===== src/rtl/sysarr_seq.sv =====
// Operand buffers and skewed feed sequencer for the 4x4 systolic array sysarr.
// A rows go out on l1..l4 and B columns on u1..u4, skewed one cycle per row/column.
module sysarr_seq #(
  parameter int N     = 4,
  parameter int DW    = 32,
  parameter int DRAIN = 4
) (
  input  logic          clk,
  input  logic          rst,
  input  logic          wr_en,
  input  logic          wr_sel,
  input  logic [3:0]    wr_addr,
  input  logic [DW-1:0] wr_data,
  input  logic          start,
  output logic          busy,
  output logic          done,
  output logic          arr_rst,
  output logic [DW-1:0] l1,
  output logic [DW-1:0] l2,
  output logic [DW-1:0] l3,
  output logic [DW-1:0] l4,
  output logic [DW-1:0] u1,
  output logic [DW-1:0] u2,
  output logic [DW-1:0] u3,
  output logic [DW-1:0] u4
);

  localparam int AW     = $clog2(N);
  localparam int LAST_T = 2*N - 2;

  typedef enum logic [2:0] {S_IDLE, S_CLEAR, S_FEED, S_DRAIN, S_DONE} state_t;

  state_t        state;
  logic [7:0]    cnt;
  logic [DW-1:0] a_buf [N][N];
  logic [DW-1:0] b_buf [N][N];
  logic [DW-1:0] l_q [N];
  logic [DW-1:0] u_q [N];

  // Row i of A enters i cycles late; zero outside the row's window.
  function automatic logic [DW-1:0] a_feed(input int t, input int i);
    int k;
    k = t - i;
    if (k >= 0 && k < N) return a_buf[AW'(i)][AW'(k)];
    return '0;
  endfunction

  function automatic logic [DW-1:0] b_feed(input int t, input int j);
    int k;
    k = t - j;
    if (k >= 0 && k < N) return b_buf[AW'(k)][AW'(j)];
    return '0;
  endfunction

  always_ff @(posedge clk) begin
    if (!rst) begin
      state   <= S_IDLE;
      cnt     <= '0;
      busy    <= 1'b0;
      done    <= 1'b0;
      arr_rst <= 1'b0;
      for (int r = 0; r < N; r++) begin
        l_q[r] <= '0;
        u_q[r] <= '0;
        for (int c = 0; c < N; c++) begin
          a_buf[r][c] <= '0;
          b_buf[r][c] <= '0;
        end
      end
    end else begin
      busy    <= 1'b0;
      done    <= 1'b0;
      arr_rst <= 1'b0;
      for (int r = 0; r < N; r++) begin
        l_q[r] <= '0;
        u_q[r] <= '0;
      end
      case (state)
        S_IDLE: begin
          if (wr_en) begin
            if (wr_sel) b_buf[wr_addr[3:2]][wr_addr[1:0]] <= wr_data;
            else        a_buf[wr_addr[3:2]][wr_addr[1:0]] <= wr_data;
          end
          if (start) begin
            state   <= S_CLEAR;
            busy    <= 1'b1;
            arr_rst <= 1'b1;
          end
        end
        // Feeds are read from the buffers here, so a write on the start edge is included.
        S_CLEAR: begin
          state <= S_FEED;
          cnt   <= '0;
          busy  <= 1'b1;
          for (int r = 0; r < N; r++) begin
            l_q[r] <= a_feed(0, r);
            u_q[r] <= b_feed(0, r);
          end
        end
        S_FEED: begin
          busy <= 1'b1;
          if (cnt == 8'(LAST_T)) begin
            state <= S_DRAIN;
            cnt   <= '0;
          end else begin
            cnt <= cnt + 8'd1;
            for (int r = 0; r < N; r++) begin
              l_q[r] <= a_feed(int'(cnt) + 1, r);
              u_q[r] <= b_feed(int'(cnt) + 1, r);
            end
          end
        end
        S_DRAIN: begin
          if (cnt == 8'(DRAIN - 1)) begin
            state <= S_DONE;
            done  <= 1'b1;
          end else begin
            busy <= 1'b1;
            cnt  <= cnt + 8'd1;
          end
        end
        // DONE also samples start so held-start runs repeat every 1+(2N-1)+DRAIN+1 cycles.
        S_DONE: begin
          if (start) begin
            state   <= S_CLEAR;
            busy    <= 1'b1;
            arr_rst <= 1'b1;
          end else begin
            state <= S_IDLE;
          end
        end
        default: state <= S_IDLE;
      endcase
    end
  end

  assign l1 = l_q[0];
  assign l2 = l_q[1];
  assign l3 = l_q[2];
  assign l4 = l_q[3];
  assign u1 = u_q[0];
  assign u2 = u_q[1];
  assign u3 = u_q[2];
  assign u4 = u_q[3];

endmodule


===== config.mk =====
export PLATFORM = sky130hd
export DESIGN_NAME = sysarr_seq
export DESIGN_NICKNAME = d
export VERILOG_FILES = /design/src/rtl/sysarr_seq.sv
export SDC_FILE = /design/constraint.sdc
export NUM_CORES = 1
export LEC_CHECK = 0
export ABC_AREA = 1
export CAP_MARGIN = 15
export CORE_MARGIN = 8
export CORE_UTILIZATION = 31
export CTS_CLUSTER_DIAMETER = 40
export DETAILED_ROUTE_END_ITERATION = 12
export MAX_ROUTING_LAYER = met4
export PLACE_DENSITY = 0.48
export RECOVER_POWER = 50
export SYNTH_ARGS = -nofsm -noshare
export SYNTH_HDL_FRONTEND = slang
export SYNTH_SLANG_ARGS = --single-unit

===== constraint.sdc =====
create_clock -name clk -period 5.5 [get_ports clk]
set_input_delay 1.1 -clock clk [delete_from_list [all_inputs] [get_ports clk]]
set_output_delay 1.1 -clock clk [all_outputs]
set_load 0.01 [all_outputs]

Word-level counts from Yosys, hierarchy flattened
Memories as Yosys holds them, arrays and structs flattened. Index checks and enable logic that the tools add are counted.

Register bits after elaboration: 14. Memory bits (writable): 1280. Input bits: 41. Output and inout bits: 259. Logic and storage cells: 219. Memories: 4.

$add $sub $neg: 5. Order comparisons: 14. Equal/unequal tests: 10. Mux-type cells: 137. Bitwise logic cells: 29. Reduce and logical (&&, ||, !) cells: 15.

Memory list: a_buf (depth 4, width 128, rd ports 4, clocked after memory_dff 0, wr ports 4, RTL line 35) `logic [DW-1:0] a_buf [N][N];`; b_buf (depth 4, width 128, rd ports 3, clocked after memory_dff 0, wr ports 4, RTL line 36) `logic [DW-1:0] b_buf [N][N];`; l_q (depth 4, width 32, rd ports 4, clocked after memory_dff 0, wr ports 4, RTL line 37) `logic [DW-1:0] l_q [N];`; u_q (depth 4, width 32, rd ports 4, clocked after memory_dff 0, wr ports 4, RTL line 38) `logic [DW-1:0] u_q [N];`.

Operator list (count): 2-to-1 mux 32 bit (77); 2-to-1 mux 128 bit (6); binary-select mux 32 bit (select 2 bit) (4); OR reduction 128 bit (2); greater-or-equal comparator 32 x 1 -> 1 bit (second input constant) (3); less-than comparator 32 x 4 -> 1 bit (second input constant) (3); demux 32 bit (select 2 bit) (1); 2-to-1 mux 1 bit (39); subtractor 32 x 2 -> 32 bit (second input constant) (1); subtractor 32 x 3 -> 32 bit (second input constant) (1); bitwise OR 1 bit (24); case mux 8 bit (3 select lines) (1); 2-to-1 mux 8 bit (2); case mux 3 bit (5 select lines) (1); greater-or-equal comparator 2 x 3 -> 1 bit (second input constant) (4); greater-or-equal comparator 10 x 1 -> 1 bit (second input constant) (1); less-than comparator 10 x 4 -> 1 bit (second input constant) (1); subtractor 9 x 2 -> 10 bit (second input constant) (1); adder 8 x 1 -> 9 bit (second input constant) (1); 2-to-1 mux 3 bit (3); adder 8 x 1 -> 8 bit (second input constant) (1); == test 8 x 2 -> 1 bit (second input constant) (1); == test 8 x 3 -> 1 bit (second input constant) (1); inequality test 2 bit (second input constant) (4); other kinds (15) (27).

Depth between registers and ports, before layout
Depth in word-level cells: 13. Gate-level depth with buffers: 19. Gate-level depth less buffers: 18.

Worst setup path before layout
Ideal clock, no wire load.

Path kind: input port to flip-flop. Start point: input port wr_en. End point: memory b_buf[0][100] in the netlist's numbering (enable). Setup time: 0.389 ns. Arrival: 2.744 ns. Required time: 5.111 ns. Slack: 2.366 ns. Stages: 5. Buffers on the path: 1. Cell sequence: nand3_1 > nor4_1 > nand2_1 > clkbuf_1 > nand2_1.

RTL lines: from (decl) (RTL line 10) `input logic wr_en,`; to (decl) (RTL line 36).

==> key figures <==
Status
  – Outcome: finished, violations left
  – Failing checks: capacitance limit, slew limit

Power
  – PwrDens: 409 nW/um^2
  – Maximum VDD drop: 0.000372 V
  – Leak Pwr: 19.5 nW
  – Sw Share: 27.0%
  – Clock network fraction of design power: 46.7%
  – Combinational power share: 11.7%
  – Switching pwr: 5.53 mW
  – Sequential Power Share: 41.7%
  – P_int: 15.0 mW

Drt
  – Vias post-DR: 27600
  – WL per Instance: 22.2 um
  – DR WL met2: 61.0 mm
  – Final ANT Viol Nets: 0
  – DR vias/cell: 4.78
  – Drt first pass iters: 5
  – Highest metal used: met4
  – # DRC: 0
  – Final wirelength: 128 mm
  – Met1 wire length: 56.2 mm
  – Metal3 WL: 8.24 mm
  – 1st-iter DRT viols: 2236

Clock network
  – CTS buffer count: 153
  – # H-tree levels: 4
  – Reg clk slew, reported paths: 0.05 ns
  – CTS Sinks: 974
  – CTS max path bufs: 3
  – CTS tree: yes
  – Post-CTS resize count: 0
  – Latest clock arrival within the worst-skew pair: 0.76 ns
  – # hold bufs at CTS: 0
  – Postcts setup bufs: 0
  – Clk Tree Root Cell: clkbuf_16

Timing
  – Hold_ws: 0.488 ns
  – Post-Route Skew: 0.0320 ns
  – Final hold vios: 0
  – Relative slew slack: -50.0%
  – Slew Limit Fails: 777
  – Fmax: 0.219 GHz
  – Post-route minimum period: 4.56 ns
  – RSZ-0062 raised after global routing: false
  – Final setup vio count: 0
  – Setup_tns: 0 ns
  – Crit share post-route: 83.0%
  – Measured slew at the worst slew-check pin: 2.25 ns

Floorplanning
  – Core area: 130000 sq um
  – Die Height: 378 um
  – Die Wd: 378 um
  – I/O pin count: 300
  – FP Rows: 132
  – Initial core utilization: 31.3%
  – Die ar.: 143000 sq um

Critical path
  – Crit path cell chain: clkbuf_1 -> clkbuf_1 -> inv_1 -> nor2_4 -> buf_12 -> nand2_1 -> nand2_1
  – Max incr delay on CP: 1.62 ns
  – Crit path DAT: 5.15 ns
  – Worst path slowest cell: clkbuf_1
  – WP data required: 6.09 ns
  – Kind of critical path: in -> reg
  – CP Capture Type: flop
  – Critical path startpoint category: input pin
  – Worst Path Max Fanout: 42

Synth
  – Seq/Total Area, Yosys: 71.0%
  – Xor and xnor area share after synthesis: 0.0216%
  – Post-Syn Area: 40500 sq um
  – Average cell area after synthesis: 11.5 sq um
  – Cell count after synthesis: 3537
  – Post-synthesis cell type count: 38
  – FF+latch count, synth: 974
  – Mux cell area share after synthesis: 0%
  – Synth warn: 0
  – Simple logic cell fraction of the synthesized area: 19.3%
  – Synth Area in Adders: 0.278%
  – Main combinational cell family by area after synthesis: simple AND/OR/NAND/NOR gates
  – Compound-cell area share of the yosys netlist: 4.51%

Job
  – Max Cap Violations: 23

Layout
  – Design area: 50100 sq um
  – Commonest non-fill, non-tap cell in the layout: edfxtp_1
  – Layout Cells excl Fill: 5775
  – Ratio of cells with drive above 1 in the final layout: 9.93%
  – Most frequent cells in the layout: edfxtp_1, nor2_1, nand2_1
  – Layout area overhead: 23.7%
  – Number of nets in the final layout: 3957

Global routing
  – Antenna violations before repair: 14
  – Largest net degree at the start of global routing: 84
  – Total track usage: 18.2%
  – Grt total ovfl: 0
  – First-pass GRT wire length: 189 mm
  – Vias in the first global route: 27500

Placed design
  – Gpl congestion: 0.805
  – Cell total after placement: 5494
  – Area after DPL: 45200 sq um
  – Hpwl dp: 73.7 mm
  – PortBufs: 235

Min path
  – Hold/Removal Path Class: reg -> reg
## Yosys cell counts (all sizes together)
cell type | n | area [sq um]
a21oi | 23 | 115
a221oi | 113 | 990
a22oi | 15 | 113
a31oi | 1 | 6.26
a41oi | 64 | 561
buf | 114 | 825
clkbuf | 233 | 875
clkinv | 1 | 3.75
conb | 2 | 7.51
dfxtp | 46 | 921
dlygate4sd1 | 1 | 8.76
edfxtp | 928 | 27900
ha | 9 | 113
inv | 61 | 229
nand2 | 750 | 2880
nand3 | 212 | 1070
nand3b | 2 | 15.0
nand4 | 5 | 43.8
nor2 | 874 | 3370
nor3 | 71 | 442
nor4 | 3 | 18.8
o21ai | 8 | 43.8
xnor2 | 1 | 8.76
## flip-flops by register name, summed over array words and instances, names as in the netlist
signal and count:
arr_rst 1, state 3, busy 1, b_buf 256, a_buf 512, done 1, cnt 8, u_q 64
l_q 128
## cells by family after synthesis
family                   after synthesis
other                                  2
XOR/XNOR                               1
flip-flops                           974
AO/OA/AOI/OAI                        224
buffers and inverters                410
adder cells (fa/ha/maj)                9
AND/OR/NAND/NOR                     1917
## metrics by stage
step	total power [mW]	utilization [%]	setup slack (ns)
after floorplan	10.1	-	2.37
after CTS	20.8	38.7	1.63
after global placement	11.2	34.8	1.18
after detailed placement	11.2	34.8	1.21
final	20.5	38.7	0.937
after global routing	21.2	38.7	0.749
## metal layers
layer	up-vias	track usage, %
met5	-	-
met1	13800	23.9
met2	889	28.9
met4	0	5.22
met3	185	3.44
li1	12800	-
## layout make-up
type	instances	area, sq um
sequential	974	28800
tap	1742	2180
inverter	62	243
clock buffer	177	3950
clock inverter	100	1110
fill	12600	79500
timing repair buffer	341	3190
antenna	4	10.0
multi-input combinational	2375	10700
## worst max-delay path: cells and delay by family
kind / cells / cell delay (ns)
AND/OR/NAND/NOR: 3 / 1.06
buffers and inverters: 4 / 2.93
## path summary, 6_finish.rpt
| check | from | to | cells after the start | slack, ns |
|---|---|---|---|---|
| worst min-delay path | cnt[5] | cnt[5] | 2 | 0.49 |
| worst max-delay path | rst | l_q[0][27] | 7 | 0.94 |
| worst min register to register | cnt[5] | cnt[5] | 2 | 0.49 |
| worst max register to register | cnt[0] | l_q[2][2] | 14 | 1.63 |
## power by group through the flow
| stage | logic, mW | clock network [mW] | registers (mW) |
|---|---|---|---|
| floorplan | 1.37 | 0 | 8.69 |
| finish | 2.40 | 9.56 | 8.54 |
| global route | 2.59 | 10.1 | 8.57 |
| detailed placement | 2.46 | 0 | 8.69 |
| global placement | 2.46 | 0 | 8.69 |
| CTS | 2.47 | 9.74 | 8.55 |
No activity file was read; power rests on OpenSTA's default activity.
